**src/rtl/snap_log_pkg.sv**
```systemverilog
// Shared types for the snapshot change logger: verdict FSM encoding and log entry layout.
package snap_log_pkg;

  localparam int unsigned SNAP_DATA_W = 8;
  localparam int unsigned SNAP_TS_W   = 16;

  typedef enum logic [2:0] {
    ST_IDLE  = 3'd0,
    ST_ARMED = 3'd1,
    ST_MATCH = 3'd2,
    ST_STUCK = 3'd3,
    ST_WRONG = 3'd4
  } snap_state_e;

  typedef struct packed {
    logic [SNAP_TS_W-1:0]   ts;
    logic [SNAP_DATA_W-1:0] data;
  } snap_entry_t;

endpackage

```
**src/rtl/snap_fifo.sv**
```systemverilog
// FWFT ring buffer for change-log entries; define SNAP_DROP_OLDEST_EN to overwrite the
// oldest entry on a full push instead of dropping the new one.
module snap_fifo #(
  parameter int unsigned WIDTH = 24,
  parameter int unsigned DEPTH = 4
) (
  input  logic             clk,
  input  logic             rst_n,
  input  logic             push_i,
  input  logic [WIDTH-1:0] data_i,
  input  logic             pop_i,
  output logic             valid_o,
  output logic [WIDTH-1:0] data_o,
  output logic             full_o,
  output logic             drop_o
);

  localparam int unsigned AW       = (DEPTH > 1) ? $clog2(DEPTH) : 1;
  localparam logic [AW:0] FULL_CNT = (AW+1)'(DEPTH);

  logic [WIDTH-1:0] mem_q [DEPTH];
  logic [AW-1:0]    rd_q, rd_d, wr_q, wr_d;
  logic [AW:0]      cnt_q, cnt_d;
  logic             empty, full, do_pop, wr_en, push_acc;

  assign empty   = (cnt_q == '0);
  assign full    = (cnt_q == FULL_CNT);
  assign do_pop  = pop_i & ~empty;
  assign drop_o  = push_i & full & ~do_pop;
  assign valid_o = ~empty;
  assign full_o  = full;
  assign data_o  = empty ? '0 : mem_q[rd_q];

  always_comb begin
    rd_d     = rd_q;
    wr_d     = wr_q;
    cnt_d    = cnt_q;
    wr_en    = 1'b0;
    push_acc = 1'b0;
    if (do_pop) rd_d = rd_q + 1'b1;
    // A pop in the same cycle frees the slot the push needs, even when full.
    if (push_i && (!full || do_pop)) begin
      wr_en    = 1'b1;
      push_acc = 1'b1;
      wr_d     = wr_q + 1'b1;
    end
`ifdef SNAP_DROP_OLDEST_EN
    else if (push_i) begin
      wr_en = 1'b1;
      wr_d  = wr_q + 1'b1;
      rd_d  = rd_q + 1'b1;
    end
`endif
    case ({push_acc, do_pop})
      2'b10:   cnt_d = cnt_q + 1'b1;
      2'b01:   cnt_d = cnt_q - 1'b1;
      default: cnt_d = cnt_q;
    endcase
  end

  always_ff @(posedge clk or negedge rst_n) begin
    if (!rst_n) begin
      rd_q  <= '0;
      wr_q  <= '0;
      cnt_q <= '0;
    end else begin
      rd_q  <= rd_d;
      wr_q  <= wr_d;
      cnt_q <= cnt_d;
    end
  end

  always_ff @(posedge clk) begin
    if (wr_en) mem_q[wr_q] <= data_i;
  end

endmodule

```
**src/rtl/snap_change_logger.sv**
```systemverilog
// Logs every change of the captured snapshot word with a timestamp and judges the arm window.
// Optional build macro: SNAP_DROP_OLDEST_EN (passed through to the log FIFO).
module snap_change_logger
  import snap_log_pkg::*;
#(
  parameter int unsigned DATA_W      = SNAP_DATA_W,
  parameter int unsigned DEPTH       = 4,
  parameter int unsigned TS_W        = SNAP_TS_W,
  parameter int unsigned STUCK_LIMIT = 8
) (
  input  logic                   clk,
  input  logic                   rst_n,
  input  logic                   arm_i,
  input  logic [DATA_W-1:0]      sample_i,
  input  logic [DATA_W-1:0]      expect_i,
  output logic                   out_valid_o,
  input  logic                   out_ready_i,
  output logic [TS_W+DATA_W-1:0] out_data_o,
  output logic [2:0]             state_o,
  output logic                   match_o,
  output logic                   stuck_o,
  output logic                   overflow_o
);

  localparam int unsigned WIN_W      = (STUCK_LIMIT > 1) ? $clog2(STUCK_LIMIT) : 1;
  localparam logic [WIN_W-1:0] WIN_LAST = WIN_W'(STUCK_LIMIT - 1);

  logic [TS_W-1:0]   ts_q;
  logic [DATA_W-1:0] sample_q;
  logic [DATA_W-1:0] expect_q, expect_d;
  logic [WIN_W-1:0]  win_q, win_d;
  logic              ovf_q, ovf_d;
  snap_state_e       state_q, state_d;

  logic              chg;
  logic              fifo_drop;
  logic              fifo_full;

  assign chg = (sample_i != sample_q);

  snap_fifo #(
    .WIDTH (TS_W + DATA_W),
    .DEPTH (DEPTH)
  ) u_fifo (
    .clk     (clk),
    .rst_n   (rst_n),
    .push_i  (chg),
    .data_i  ({ts_q, sample_i}),
    .pop_i   (out_ready_i),
    .valid_o (out_valid_o),
    .data_o  (out_data_o),
    .full_o  (fifo_full),
    .drop_o  (fifo_drop)
  );

  always_comb begin
    state_d  = state_q;
    expect_d = expect_q;
    win_d    = win_q;
    if (arm_i) begin
      state_d  = ST_ARMED;
      expect_d = expect_i;
      win_d    = '0;
    end else begin
      case (state_q)
        ST_ARMED: begin
          win_d = win_q + 1'b1;
          // Match is checked first so a hit on the final window cycle still counts.
          if (sample_i == expect_q)  state_d = ST_MATCH;
          else if (win_q == WIN_LAST) state_d = (sample_i == '0) ? ST_STUCK : ST_WRONG;
        end
        default: ;
      endcase
    end
  end

  always_comb begin
    ovf_d = arm_i ? 1'b0 : ovf_q;
    if (fifo_drop) ovf_d = 1'b1;
  end

  always_ff @(posedge clk or negedge rst_n) begin
    if (!rst_n) begin
      ts_q     <= '0;
      sample_q <= '0;
      expect_q <= '0;
      win_q    <= '0;
      ovf_q    <= 1'b0;
      state_q  <= ST_IDLE;
    end else begin
      ts_q     <= ts_q + 1'b1;
      sample_q <= sample_i;
      expect_q <= expect_d;
      win_q    <= win_d;
      ovf_q    <= ovf_d;
      state_q  <= state_d;
    end
  end

  assign state_o    = state_q;
  assign match_o    = (state_q == ST_MATCH);
  assign stuck_o    = (state_q == ST_STUCK);
  assign overflow_o = ovf_q;

endmodule

```
**config.mk**
```make
export PLATFORM = sky130hd
export DESIGN_NAME = snap_change_logger
export DESIGN_NICKNAME = d
export VERILOG_FILES = /design/src/rtl/snap_log_pkg.sv /design/src/rtl/snap_fifo.sv /design/src/rtl/snap_change_logger.sv
export SDC_FILE = /design/constraint.sdc
export NUM_CORES = 1
export LEC_CHECK = 0
export ABC_AREA = 1
export CAP_MARGIN = 25
export CORE_MARGIN = 8
export CORE_UTILIZATION = 40
export DETAILED_ROUTE_END_ITERATION = 12
export HOLD_SLACK_MARGIN = 0.03
export RECOVER_POWER = 50
export SLEW_MARGIN = 30
export SYNTH_ARGS = -nofsm -noshare
export SYNTH_HDL_FRONTEND = slang
export SYNTH_SLANG_ARGS = --single-unit
```
**constraint.sdc**
```tcl
create_clock -name clk -period 3.5 [get_ports clk]
set_clock_uncertainty 0.15 [all_clocks]
set_input_delay 0.875 -clock clk [delete_from_list [all_inputs] [get_ports clk]]
set_output_delay 0.875 -clock clk [all_outputs]
set_load 0.1 [all_outputs]
```
After elaboration in Yosys (flattened, before gate mapping)
Memories as Yosys holds them, arrays and structs flattened.
Index checks and enable logic that the tools add are counted.
{"block": "word_totals", "ff_bits": 46, "ramBits": 96, "inputBits": 20, "out_inout_bits": 31, "n_memories": 1}
{"name": "u_fifo.mem_q", "depth": 4, "width": 24, "read_ports": 1, "rd_clocked_by_memory_dff": 0, "write_ports": 1, "line_no": "snap_fifo.sv:21", "text": "logic [WIDTH-1:0] mem_q [DEPTH];"}
{"block": "op_classes", "add_sub_neg": 6, "eq_ne": 9, "mux": 14, "n_bitwise": 5, "reduce_logical": 10}
{"cell": "two-way mux 24 bit", "count": 1}
{"cell": "two-way mux 3 bit", "count": 7}
{"cell": "adder 16 x 1 -> 16 bit, second input constant", "count": 1}
{"cell": "equality test 8 bit", "count": 1}
{"cell": "zero test 8 bit", "count": 1}
{"cell": "inequality test 8 bit", "count": 1}
{"cell": "adder 3 x 1 -> 3 bit, second input constant", "count": 2}
{"cell": "equality test 3 x 2 -> 1 bit, second input constant", "count": 2}
{"cell": "equality test 3 bit, second input constant", "count": 2}
{"cell": "one-hot mux 3 bit (2 select lines)", "count": 1}
{"cell": "nonzero test 2 bit", "count": 3}
{"cell": "two-way mux 1 bit", "count": 5}
{"cell": "adder 2 x 1 -> 2 bit, second input constant", "count": 2}
{"cell": "AND 1 bit", "count": 3}
{"cell": "equality test 3 x 1 -> 1 bit, second input constant", "count": 1}
{"cell": "zero test 3 bit", "count": 1}
{"cell": "nonzero test 3 bit", "count": 1}
{"cell": "subtractor 3 x 1 -> 3 bit, second input constant", "count": 1}
{"cell": "equality test 2 x 1 -> 1 bit, second input constant", "count": 1}
{"cell": "equality test 2 bit, second input constant", "count": 1}
{"cell": "NOT 1 bit", "count": 2}
{"cell": "AND reduction 2 bit", "count": 1}
{"cell": "logical AND 1 bit", "count": 1}
{"cell": "zero test 1 bit", "count": 1}
{"cell": "logical OR 1 bit", "count": 1}

Logic depth before layout (Yosys ltp)
{"block": "depth", "word_depth": 8, "ltp_mapped": 11, "mapped_depth_nobuf": 11}

Modules after synthesis
Synthesis repeated with hierarchy kept, for this count alone.
{"block": "hier_totals", "hier_cells": 539, "hier_area_um2": 6077.1}
{"mod": "snap_fifo", "n_inst": 1, "cells_each": 342, "area_per_inst_um2": 4249.1, "seq_area_each_um2": 3057.9}
{"mod": "snap_change_logger", "n_inst": 1, "cells_each": 197, "area_per_inst_um2": 1828.0, "seq_area_each_um2": 975.9}

Worst setup path before layout
No wires, ideal clock.
{"block": "synth_timing", "path_type": "reg2out", "from": "register state_q[1], in the netlist state_o[1]", "to": "output stuck_o", "t_arrival_ns": 3.193, "slack_ns": -0.718, "stages_incl_launch_ff": 3, "n_path_buf": 0, "path_cell_list": "dfrtp_1 inv_1 nor3_1"}
{"block": "synth_via", "elab_chain_cells": 1}
{"item": "start, declared", "line_no": "snap_change_logger.sv:33", "text": "snap_state_e state_q, state_d;"}
{"item": "start signal, assigned", "line_no": "snap_change_logger.sv:96", "text": "state_q <= state_d;"}
{"item": "equality test 3 x 2 -> 1 bit", "line_no": "snap_change_logger.sv:102", "text": "assign stuck_o = (state_q == ST_STUCK);"}
{"item": "end, declared", "line_no": "snap_change_logger.sv:21", "text": "output logic stuck_o,"}
Every way passes these cells.

Final worst setup path
{"block": "layout_timing", "from": "register u_fifo.rd_q[0]", "to": "output out_data_o[17]"}
{"block": "layout_via", "elab_chain_cells": 2}
{"item": "start, declared", "line_no": "snap_fifo.sv:22", "text": "logic [AW-1:0] rd_q, rd_d, wr_q, wr_d;"}
{"item": "start signal, assigned", "line_no": "snap_fifo.sv:67", "text": "rd_q <= rd_d;"}
{"item": "memory (4 x 24 bit)"}
{"item": "two-way mux 24 bit", "line_no": "snap_fifo.sv:32", "text": "assign data_o = empty ? '0 : mem_q[rd_q];"}
{"item": "end, declared", "line_no": "snap_change_logger.sv:18", "text": "output logic [TS_W+DATA_W-1:0] out_data_o,"}
Every way passes these cells.

==> flow_metrics.py <==
metrics = {
    "sta": {
        "setup_viol_count_final": 0,
        "finalCritPeriodShare_pct": 92.2,
        "timing.fmax_mhz": 310,
        "worst_setup_slack_final_ps": 274,
        "measured_slew_at_the_worst_slew_check_pin_ps": 1210,
        "timing.max_slew.rel_slack_pct": 19.4,
        "final_report_hold_violation_count": 0,
        "final-max-slew-violation-count": 0,
        "final_period_minus_worst_setup_slack_ps": 3230,
        "unrepaired_setup_endpoints_after_global_routing": "false",
    },
    "drt": {
        "vias": 3877,
        "postRouteWirelength_um": 12400,
        "ant_nets": 0,
        "first_pass_iters": 4,
        "route.detailed.drc": 0,
        "drt-wirelength-per-cell_um": 15.5,
        "drtIter0Drc": 230,
        "viasPerCell": 4.85,
    },
    "layout": {
        "final_net_count": 631,
        "fillerInstances": 1274,
        "antennaDiodeCount": 0,
        "footprint_of_the_flip_flops_and_latches_um2": 4030,
        "area_growth_syn_to_layout_pct": 27.5,
        "multi_input_area_um2": 1670,
        "layout_cell_share_with_drive_strength_beyond_1_pct": 15.0,
    },
    "clock_network": {
        "tritoncts": "built",
        "deepest_level_of_the_cts_h_tree": 4,
        "post_cts_resize_count": 0,
        "root_buffer": "sky130_fd_sc_hd__clkbuf_16",
        "clkLatencyLatePin_ps": 410,
        "clock_sinks": 142,
        "cts_buffers": 17,
        "holdBufCountCts": 0,
        "clock_transition_at_the_register_clock_pins_on_the_worst_setup_and_hold_paths_after_cts_ps": 50,
        "cts_max_path_buffers": 2,
        "postcts_setup_bufs": 0,
    },
    "place": {
        "placement.setup.worst_slack_ps": 214,
        "dp.final_hpwl_um": 7690,
        "placement.io_buffers": 50,
        "gpl.final_weighted_congestion": 0.806,
    },
    "logic_synthesis": {
        "ys_warn_count": 0,
        "avg_cell_area_syn_um2": 11.1,
        "synth-seq-cells": 142,
        "ys_seq_area_share_pct": 67.9,
        "synth_fp_nets": 562,
        "ys_types": 28,
        "netlist_instances": 533,
        "synth.cell_area_um2": 5940,
    },
    "run_status": {
        "result_of_the_run": "complete, no violations",
    },
    "die": {
        "dieArea_um2": 19000,
        "placementRows": 44,
        "die_y_um": 138,
        "initial_cell_density_of_the_core_pct": 40.8,
        "fp.coreArea_um2": 14500,
        "io-pin-count": 51,
        "chipWidth_um": 138,
    },
    "critical_path": {
        "timing_worst_setup_path_type": "flip-flop to primary output",
        "worst_ep_required_time_ps": 2470,
        "worst_ep_arrival_time_ps": 2200,
        "worst-path-max-fanout": 22,
        "crit_path_start_kind": "flip-flop",
        "setup.worst_path.end_class": "primary output",
    },
    "global_routing": {
        "grt_pass1_wl_um": 20000,
        "pin_count_of_the_biggest_net_entering_global_routing": 47,
        "global_route.usage.met2_pct": 23.3,
        "number_of_global_route_vias_before_repair": 3946,
        "grt_remaining_overflow": 0,
        "gr-max-usage-layer": "met2",
        "antenna_found_initial": 0,
        "groute.usage.overall_pct": 13.9,
        "grt_util_met1_pct": 16.2,
        "gr-usage-met3_pct": 3.90,
    },
    "hold_path": {
        "worst_min_delay_path_class": "flip-flop to flip-flop",
    },
    "run": {
        "drv_cap": 0,
    },
}
==> cell usage in the layout (no fill, tap or decap), types with 3 or more instances in the layout <==
| cell type | netlist | final |
|---|---|---|
| sky130_fd_sc_hd__xnor2_1 | 17 | 17 |
| sky130_fd_sc_hd__dlygate4sd3_1 | 0 | 8 |
| sky130_fd_sc_hd__nor2_2 | 1 | 5 |
| sky130_fd_sc_hd__buf_12 | 0 | 24 |
| sky130_fd_sc_hd__ha_1 | 8 | 8 |
| sky130_fd_sc_hd__bufinv_16 | 0 | 6 |
| sky130_fd_sc_hd__a21oi_1 | 29 | 29 |
| sky130_fd_sc_hd__clkinv_1 | 0 | 4 |
| sky130_fd_sc_hd__o21ai_0 | 52 | 52 |
| sky130_fd_sc_hd__buf_4 | 0 | 19 |
| sky130_fd_sc_hd__clkinvlp_4 | 0 | 3 |
| sky130_fd_sc_hd__inv_2 | 6 | 6 |
| sky130_fd_sc_hd__nand2_2 | 3 | 3 |
| sky130_fd_sc_hd__clkbuf_1 | 6 | 9 |
| sky130_fd_sc_hd__dfrtp_1 | 46 | 46 |
| sky130_fd_sc_hd__clkdlybuf4s50_1 | 0 | 10 |
| sky130_fd_sc_hd__nor2_1 | 115 | 111 |
| sky130_fd_sc_hd__edfxtp_1 | 96 | 96 |
| sky130_fd_sc_hd__clkbuf_16 | 0 | 17 |
| sky130_fd_sc_hd__nand2_1 | 74 | 74 |
| sky130_fd_sc_hd__inv_1 | 32 | 32 |
| sky130_fd_sc_hd__nand3_1 | 7 | 8 |
| sky130_fd_sc_hd__nor3_2 | 1 | 3 |
| sky130_fd_sc_hd__o21ai_1 | 5 | 5 |
| sky130_fd_sc_hd__xor2_1 | 11 | 11 |
==> path summary, 6_finish.rpt <==
kind | slack, ps | cells past startpoint | endpoint | start
max in group asynchronous | 1900 | 1 | u_fifo.rd_q[0] | rst_n
setup / recovery | 270 | 6 | out_data_o[17] | u_fifo.rd_q[0]
hold / removal | 320 | 1 | win_q[0] | win_q[0]
hold reg to reg | 320 | 1 | win_q[0] | win_q[0]
min in group asynchronous | 550 | 1 | sample_q[1] | rst_n
setup reg to reg | 1110 | 8 | u_fifo.cnt_q[1] | u_fifo.cnt_q[1]
==> Yosys cell counts (all sizes together) <==
cell / n / share of area, %
nor2: 117 / 7.6
edfxtp: 96 / 49
nand2: 78 / 5.2
o21ai: 57 / 4.8
dfrtp: 46 / 19
inv: 38 / 2.4
a21oi: 29 / 2.4
xnor2: 18 / 2.8
buf: 12 / 1.0
xor2: 11 / 1.6
clkbuf: 8 / 0.55
ha: 8 / 1.7
nand3: 8 / 0.76
nor3: 4 / 0.61
a21boi: 1 / 0.19
a31oi: 1 / 0.11
fa: 1 / 0.34
==> area by class of cell <==
type | instances | share of cell area, %
Clock buffer | 18 | 5.67
Clock inverter | 14 | 2.94
Inverter | 38 | 1.88
Multi-Input combinational cell | 333 | 22.1
Sequential cell | 142 | 53.3
Tap cell | 184 | 3.04
Timing Repair Buffer | 70 | 11.1
==> flip-flops by register name (all words and copies together), names as in the netlist <==
name,count
state_o,3
u_fifo.rd_q,2
u_fifo.cnt_q,3
win_q,3
overflow_o,1
ts_q,16
sample_q,8
u_fifo.wr_q,2
expect_q,8
u_fifo.mem_q,96
==> cells by family after synthesis <==
group                      count (synthesis)  synth area share, %
and+or+nand+nor                          207                 14.1
AOI/OAI and AO/OA                         88                 7.54
xor gates and xnor gates                  29                 4.40
adders and majority gates                  9                 2.02
DFF                                      142                 67.9
buffers and inverters                     58                 3.96
==> stage by stage <==
step,std cells,utilization [%],cell area [um2],hold WS [ps],TNS (ps)
floorplan,533,-,5950,290,-10590
detailed placement,767,47.9,6970,322,0
finish,799,52.1,7570,323,0
global placement,767,47.9,6960,305,0
CTS,799,52.4,7620,329,0
global route,799,52.1,7570,336,0
==> critical path: stages, from the launching register on <==
cell	delay [ps]
sky130_fd_sc_hd__dfrtp_1	620
sky130_fd_sc_hd__buf_4	360
sky130_fd_sc_hd__nor2_1	90
sky130_fd_sc_hd__nor2_1	90
sky130_fd_sc_hd__o21ai_0	100
sky130_fd_sc_hd__a21oi_1	300
sky130_fd_sc_hd__buf_12	220
==> routing by layer <==
layer	wire, um	part of all wire (%)
met5	0	0
met4	207	1.7
met3	591	4.8
met2	6060	49
met1	5510	45
Power is not shown: default switching activity piles up to over one toggle a cycle in this logic, so the estimate is an artifact.
